## config.mk

```make
export PLATFORM = sky130hd
export DESIGN_NAME = tpiu_frame_rx
export DESIGN_NICKNAME = d
export VERILOG_FILES = /design/src/rtl/tpiu_pkg.sv /design/src/rtl/tpiu_byte_delay.sv /design/src/rtl/tpiu_frame_rx.sv
export SDC_FILE = /design/constraint.sdc
export NUM_CORES = 1
export LEC_CHECK = 0
export BUFFER_PORTS_ARGS = -buffer_cell sky130_fd_sc_hd__buf_2
export CAP_MARGIN = 5
export CORE_AREA = 2 2 150 152
export DETAILED_ROUTE_END_ITERATION = 7
export DIE_AREA = 0 0 152 154
export HOLD_SLACK_MARGIN = 0.02
export SYNTH_ARGS = -nofsm -noshare
export SYNTH_HDL_FRONTEND = slang
export SYNTH_SLANG_ARGS = --single-unit
```

## constraint.sdc

```tcl
create_clock -name clk -period 3.1 [get_ports clk]
set_clock_uncertainty 0.05 [all_clocks]
set_input_delay 0.62 -clock clk [delete_from_list [all_inputs] [get_ports clk]]
set_output_delay 0.62 -clock clk [all_outputs]
set_load 0.005 [all_outputs]
```

## src/rtl/tpiu_pkg.sv

```systemverilog
// tpiu_pkg
//   Shared constants, types and helpers for the TPIU trace port receiver.
//   - WIDTH_*        : port width codes carried on the 'width' input
//   - TPIU_FULL_SYNC : 32-bit window value of a full sync (bytes FF FF FF 7F,
//                      sent LSB first, newest bit at window bit 31)
//   - TPIU_FRAME_BYTES: default TPIU frame length in bytes
//   - rx_state_e     : receiver lock state
//   - width_bits()   : width code -> number of active port bits per sample
package tpiu_pkg;

  localparam logic [1:0] WIDTH_1B = 2'd0;
  localparam logic [1:0] WIDTH_2B = 2'd1;
  localparam logic [1:0] WIDTH_4B = 2'd2;
  localparam logic [1:0] WIDTH_8B = 2'd3;

  localparam logic [31:0] TPIU_FULL_SYNC   = 32'h7FFF_FFFF;
  localparam int          TPIU_FRAME_BYTES = 16;

  typedef enum logic {
    RX_UNLOCKED = 1'b0,
    RX_LOCKED   = 1'b1
  } rx_state_e;

  // A port built with only 4 pins cannot carry 8-bit samples, so the 8-bit
  // code falls back to 4 bits there.
  function automatic logic [3:0] width_bits(input logic [1:0] code, input int max_width);
    logic [3:0] bits;
    case (code)
      WIDTH_1B: bits = 4'd1;
      WIDTH_2B: bits = 4'd2;
      WIDTH_4B: bits = 4'd4;
      default:  bits = (max_width >= 8) ? 4'd8 : 4'd4;
    endcase
    return bits;
  endfunction

endpackage

```

## src/rtl/tpiu_byte_delay.sv

```systemverilog
// tpiu_byte_delay
//   DELAY-entry byte shift line with a valid bit per entry. Bytes are held
//   back so that the leading bytes of a full sync can be removed before they
//   ever reach the output.
// Ports:
//   clk, nRst   : clock, synchronous active-low reset (all entries invalid)
//   push        : shift din into entry 0; the oldest entry falls off the end
//   flush       : invalidate every entry (wins over push)
//   din         : byte to push
//   dout        : oldest entry, i.e. the byte a push this cycle evicts
//   dout_valid  : oldest entry holds a real byte
//   valid_cnt   : number of valid entries currently held
module tpiu_byte_delay
  import tpiu_pkg::*;
#(
  parameter int DELAY = 4,
  parameter int CW    = $clog2(DELAY + 1)
) (
  input  logic          clk,
  input  logic          nRst,
  input  logic          push,
  input  logic          flush,
  input  logic [7:0]    din,
  output logic [7:0]    dout,
  output logic          dout_valid,
  output logic [CW-1:0] valid_cnt
);

  logic [7:0]       data_q [DELAY];
  logic [7:0]       data_d [DELAY];
  logic [DELAY-1:0] vld_q;
  logic [DELAY-1:0] vld_d;

  always_comb begin
    data_d = data_q;
    vld_d  = vld_q;
    if (flush) begin
      vld_d = '0;
    end else if (push) begin
      for (int i = DELAY - 1; i > 0; i--) begin
        data_d[i] = data_q[i-1];
      end
      data_d[0] = din;
      vld_d     = {vld_q[DELAY-2:0], 1'b1};
    end
  end

  always_comb begin
    valid_cnt = '0;
    for (int i = 0; i < DELAY; i++) begin
      valid_cnt = valid_cnt + CW'(vld_q[i]);
    end
  end

  assign dout       = data_q[DELAY-1];
  assign dout_valid = vld_q[DELAY-1];

  always_ff @(posedge clk) begin
    if (!nRst) begin
      vld_q <= '0;
      for (int i = 0; i < DELAY; i++) begin
        data_q[i] <= '0;
      end
    end else begin
      vld_q  <= vld_d;
      data_q <= data_d;
    end
  end

endmodule

```

## src/rtl/tpiu_frame_rx.sv

```systemverilog
// tpiu_frame_rx
//   Trace port receiver: hunts for the TPIU full sync in raw port samples,
//   assembles aligned bytes at a runtime width of 1/2/4/8 bits, strips
//   in-stream full syncs and tracks 16-byte frame alignment.
// Ports:
//   clk, nRst  : clock, synchronous active-low reset
//   width      : port width code (0=1b, 1=2b, 2=4b, 3=8b)
//   traceDin   : port sample, bit 0 earliest in time; bits above W ignored
//   traceValid : traceDin holds a new sample this cycle
//   dOut       : received byte
//   dValid     : dOut valid, single-cycle pulse
//   frameStart : qualifies dValid, byte is frame byte 0
//   sync       : receiver is locked
//   syncErr    : pulse, full sync seen while locked but off a frame boundary
// Handshake: there is no back-pressure. Input side: a sample is consumed in
// every cycle traceValid is high. Output side: dOut/frameStart are meaningful
// only in the cycle dValid is high; the consumer must take the byte then.
module tpiu_frame_rx
  import tpiu_pkg::*;
#(
  parameter int MAX_WIDTH   = 4,
  parameter int FRAME_BYTES = TPIU_FRAME_BYTES,
  parameter int DELAY       = 4
) (
  input  logic                 clk,
  input  logic                 nRst,
  input  logic [1:0]           width,
  input  logic [MAX_WIDTH-1:0] traceDin,
  input  logic                 traceValid,
  output logic [7:0]           dOut,
  output logic                 dValid,
  output logic                 frameStart,
  output logic                 sync,
  output logic                 syncErr
);

  localparam int FW = $clog2(FRAME_BYTES);
  localparam int CW = $clog2(DELAY + 1);

  rx_state_e     state_q, state_d;
  logic [31:0]   win_q, win_d;
  logic [2:0]    bit_cnt_q, bit_cnt_d;
  logic [FW-1:0] frame_cnt_q, frame_cnt_d;
  logic [1:0]    width_q;
  logic [7:0]    dout_q, dout_d;
  logic          dvalid_q, dvalid_d;
  logic          frame_start_q, frame_start_d;
  logic          sync_q, sync_d;
  logic          sync_err_q, sync_err_d;

  logic [3:0]    w;
  logic [7:0]    din8;
  logic [3:0]    bit_sum;
  logic          match;
  logic          byte_done;
  logic          width_chg;
  logic          push;
  logic          flush;
  logic [7:0]    dl_dout;
  logic          dl_valid;
  logic [CW-1:0] dl_cnt;
  logic [FW-1:0] align_chk;

  tpiu_byte_delay #(.DELAY(DELAY), .CW(CW)) u_delay (
    .clk        (clk),
    .nRst       (nRst),
    .push       (push),
    .flush      (flush),
    .din        (win_d[31:24]),
    .dout       (dl_dout),
    .dout_valid (dl_valid),
    .valid_cnt  (dl_cnt)
  );

  // Sample shift, sync match and byte completion.
  always_comb begin
    w    = width_bits(width, MAX_WIDTH);
    din8 = '0;
    din8[MAX_WIDTH-1:0] = traceDin;
    // Newest bits enter at the top, so the byte just completed sits in [31:24].
    case (w)
      4'd1:    win_d = {din8[0],   win_q[31:1]};
      4'd2:    win_d = {din8[1:0], win_q[31:2]};
      4'd4:    win_d = {din8[3:0], win_q[31:4]};
      default: win_d = {din8,      win_q[31:8]};
    endcase
    if (!traceValid) begin
      win_d = win_q;
    end
    match     = traceValid && (win_d == TPIU_FULL_SYNC);
    bit_sum   = {1'b0, bit_cnt_q} + w;
    byte_done = traceValid && bit_sum[3];
    width_chg = (width != width_q);
    // The dropped 7F completes the four sync bytes together with what is
    // still pending, so data bytes since the last alignment are
    // emitted + pending + 1 - DELAY; a clean sync leaves a whole frame.
    align_chk = frame_cnt_q + FW'(dl_cnt) + FW'(1) - FW'(DELAY);
  end

  // Lock FSM and output byte selection.
  always_comb begin
    state_d       = state_q;
    bit_cnt_d     = bit_cnt_q;
    frame_cnt_d   = frame_cnt_q;
    dout_d        = dout_q;
    dvalid_d      = 1'b0;
    frame_start_d = 1'b0;
    sync_err_d    = 1'b0;
    push          = 1'b0;
    flush         = 1'b0;
    case (state_q)
      RX_UNLOCKED: begin
        if (match) begin
          state_d     = RX_LOCKED;
          bit_cnt_d   = '0;
          frame_cnt_d = '0;
          flush       = 1'b1;
        end
      end
      RX_LOCKED: begin
        if (width_chg) begin
          state_d     = RX_UNLOCKED;
          bit_cnt_d   = '0;
          frame_cnt_d = '0;
          flush       = 1'b1;
        end else if (traceValid) begin
          bit_cnt_d = bit_sum[2:0];
          if (byte_done && match) begin
            // Sync wins over the byte it completes; pending bytes are dropped.
            flush       = 1'b1;
            bit_cnt_d   = '0;
            frame_cnt_d = '0;
            sync_err_d  = (align_chk != '0);
          end else if (byte_done) begin
            push = 1'b1;
            if (dl_valid) begin
              dout_d        = dl_dout;
              dvalid_d      = 1'b1;
              frame_start_d = (frame_cnt_q == '0);
              frame_cnt_d   = frame_cnt_q + FW'(1);
            end
          end
        end
      end
      default: state_d = RX_UNLOCKED;
    endcase
    sync_d = (state_d == RX_LOCKED);
  end

  always_ff @(posedge clk) begin
    if (!nRst) begin
      state_q       <= RX_UNLOCKED;
      win_q         <= '0;
      bit_cnt_q     <= '0;
      frame_cnt_q   <= '0;
      width_q       <= '0;
      dout_q        <= '0;
      dvalid_q      <= 1'b0;
      frame_start_q <= 1'b0;
      sync_q        <= 1'b0;
      sync_err_q    <= 1'b0;
    end else begin
      state_q       <= state_d;
      win_q         <= win_d;
      bit_cnt_q     <= bit_cnt_d;
      frame_cnt_q   <= frame_cnt_d;
      width_q       <= width;
      dout_q        <= dout_d;
      dvalid_q      <= dvalid_d;
      frame_start_q <= frame_start_d;
      sync_q        <= sync_d;
      sync_err_q    <= sync_err_d;
    end
  end

  assign dOut       = dout_q;
  assign dValid     = dvalid_q;
  assign frameStart = frame_start_q;
  assign sync       = sync_q;
  assign syncErr    = sync_err_q;

endmodule

```

==> flow_summary.json <==
{
  "max_clock_freq_mhz": 341,
  "critical_path_buf_inv_count": 2,
  "crit_top_cell": "ha_1",
  "drv_cap": 0,
  "switchingPower_uw": 705,
  "cp_max_fo": 3,
  "cpLargestDelayFamily": "adder cells",
  "clk_latency_ns": 0.35,
  "gr-total-overflow": 0,
  "end_kind": "flop",
  "fillers": 2316,
  "syn_nets": 600,
  "p_leak_uw": 0.00223,
  "synth-edff-count": 0,
  "grt_max_degree": 49,
  "dp_cells": 894,
  "mostFrequentLayoutCells": "dfxtp_1 (89), buf_4 (61), o21ai_0 (48), nand3_1 (45), a21oi_1 (41)",
  "yosysUniqueCellTypes": 67,
  "antenna_found_initial": 0,
  "drcViolationCount": 0,
  "ant_nets": 0,
  "globalRouteTotalUtil_pct": 11.4,
  "layout.nets": 648,
  "startpoint_type": "flop",
  "viasPerCell": 4.83,
  "synthArstFlopShare_pct": 0,
  "power.density_nw_per_um2": 431,
  "worstPathCellList": "ha_1 > inv_1 > fa_1 > inv_1 > ha_1 > ha_1 > ha_1 > fa_1 > xnor2_1 > xnor2_1 > nor4b_2 > nor4_2",
  "hold_buffers": 0,
  "synth.ff_latch_count": 89,
  "hpwl_um": 9560,
  "gp_congestion": 0.885,
  "cts_tree": "done",
  "initial_utilization_pct": 22.6,
  "wl_um": 13200,
  "peakVddDrop_mv": 0.215,
  "drive_above_1_share_pct": 21.1,
  "finalHoldViolCount": 0,
  "fin_crit_ns": 2.93,
  "ys_seq_area_share_pct": 36.3,
  "arrival_ns": 3.12,
  "grt_pass1_vias": 4104,
  "io_pins": 21,
  "cpMaxStageDelayCell": "fa_1",
  "cts-resized-gates": 0,
  "areaGrowthSynthToFinish_pct": 21.2,
  "post_cts_buffers": 0,
  "dieArea_sq_um": 23400,
  "drt_iter0_markers": 283,
  "syn_area_sq_um": 4910,
  "combPwrFrac_pct": 10.7,
  "rsz0062_at_grt": "no",
  "clockPowerShare_pct": 42.5,
  "clkSlewWorstSetupHoldPaths_ns": 0.07,
  "cts-root-buf": "clkbuf_16",
  "ys_warn_count": 0,
  "fp.coreArea_sq_um": 21700,
  "cts_max_path_buffers": 2,
  "crit_required_ns": 3.29,
  "grt_pass1_wl_um": 21900,
  "worst_slew_pin_slew_ns": 0.589,
  "synth_ff_type": "dfxtp_1",
  "syn_inst": 577,
  "drv_slew": 0,
  "p_int_uw": 1860,
  "die_w_um": 152,
  "final_common_cell": "dfxtp_1",
  "finalSetupViolCount": 0,
  "die_y_um": 154,
  "drtPass1Iterations": 5,
  "final.setup.tns_ns": 0,
  "p_seq_share_pct": 46.8,
  "numCtsBuffers": 9,
  "hp-class": "flop to flop",
  "final_cell_count_no_fill": 910,
  "num_rows": 54,
  "status": "completed",
  "fin_crit_sh_pct": 94.6,
  "clock_sinks": 89,
  "route.detailed.wl_per_inst_um": 14.5,
  "switching_share_pct": 27.5,
  "slew_headroom_pct": 60.5,
  "slowest_delay_ns": 0.38,
  "syn-mean-instance-area_sq_um": 8.50,
  "cts_max_level": 3,
  "via_count": 4399,
  "port_buffers": 20,
  "path_class": "flop to flop",
  "diodes": 0
}
[tightest hold or removal path, cell delays in order, from the launching register on]
cell     delay (ns)
dfxtp_1        0.31
nand2_1        0.05
mux2i_1        0.05
[state kept, by name, indices dropped and copies added (netlist names)]
register and count:
u_delay.vld_q 4, bit_cnt_q 3, syncErr 1, frame_cnt_q 4, frameStart 1, dOut 8, width_q 2, dValid 1
sync 1, win_q 32, u_delay.data_q 24, u_delay.dout 8
[per-stage QoR]
| step | power [uW] | area [sq um] | setup slack (ns) | hold slack [ns] | util, % |
|---|---|---|---|---|---|
| after floorplan | 1380 | 4910 | 0.174 | 0.385 | - |
| after global placement | 1500 | 5640 | -0.251 | 0.392 | 26.0 |
| after detailed placement | 1500 | 5640 | -0.173 | 0.398 | 26.0 |
| after CTS | 2590 | 5930 | 0.0796 | 0.408 | 27.4 |
| after global routing | 2670 | 5950 | 0.00750 | 0.424 | 27.4 |
| final | 2560 | 5950 | 0.169 | 0.407 | 27.4 |
[worst paths after layout]
| kind | start | endpoint | slack (ns) | cells past startpoint |
|---|---|---|---|---|
| worst max-delay path | u_delay.vld_q[0] | syncErr | 0.17 | 12 |
| worst min-delay path | dOut[6] | dOut[6] | 0.41 | 2 |
| worst max register to register | u_delay.vld_q[0] | syncErr | 0.17 | 12 |
| worst min register to register | dOut[6] | dOut[6] | 0.41 | 2 |
[cell usage after synthesis (9+ instances only)]
cell / instances / area share (%)
ha_1: 11 / 2.8
nor3_1: 19 / 1.9
o22ai_1: 14 / 1.8
dfxtp_1: 89 / 36
nand4_1: 10 / 1.3
o21ai_0: 48 / 4.9
nand2_1: 39 / 3.0
nand2b_1: 9 / 1.1
a21oi_1: 41 / 4.2
mux2i_1: 28 / 5.7
and2_1: 14 / 1.8
nor2_1: 26 / 2.0
buf_2: 9 / 0.92
nand3_1: 45 / 4.6
o211ai_1: 9 / 1.4
clkbuf_1: 25 / 1.9
inv_1: 23 / 1.8
mux2_2: 22 / 5.0
[cells by family after synthesis]
kind of cell             synth area share, %
XOR/XNOR                               0.893
multiplexers                            11.0
flip-flops                              36.3
AND/OR/NAND/NOR                         21.2
buffers and inverters                   7.19
adder cells (fa/ha/maj)                 4.03
AO/OA/AOI/OAI                           19.3
[power by group through the flow]
stage | Clock, uW | Combinational [uW] | Sequential (uW)
4_1_cts | 1120 | 275 | 1200
3_5_place_dp | 0 | 274 | 1220
5_1_grt | 1170 | 301 | 1200
6_report | 1090 | 275 | 1200
3_3_place_gp | 0 | 273 | 1220
2_1_floorplan | 0 | 170 | 1210
[metal layers]
layer	track usage [%]	share of wire, %	vias up	wire length (um)
met5	0	0	-	0
met4	4.94	2.2	0	293
met3	1.69	4.5	23	595
met2	17.6	46	110	6050
met1	15.8	47	2066	6270
li1	-	-	2200	-
[area by class of cell]
class | instances | area [sq um] | area share (%)
Clock buffer | 9 | 225 | 3.79
Timing Repair Buffer | 85 | 638 | 10.7
Tap cell | 280 | 350 | 5.89
Sequential cell | 89 | 1780 | 30.0
Multi-Input combinational cell | 415 | 2790 | 46.8
Inverter | 25 | 93.8 | 1.58
Clock inverter | 7 | 72.6 | 1.22
Power figures use the tool's default switching activity.
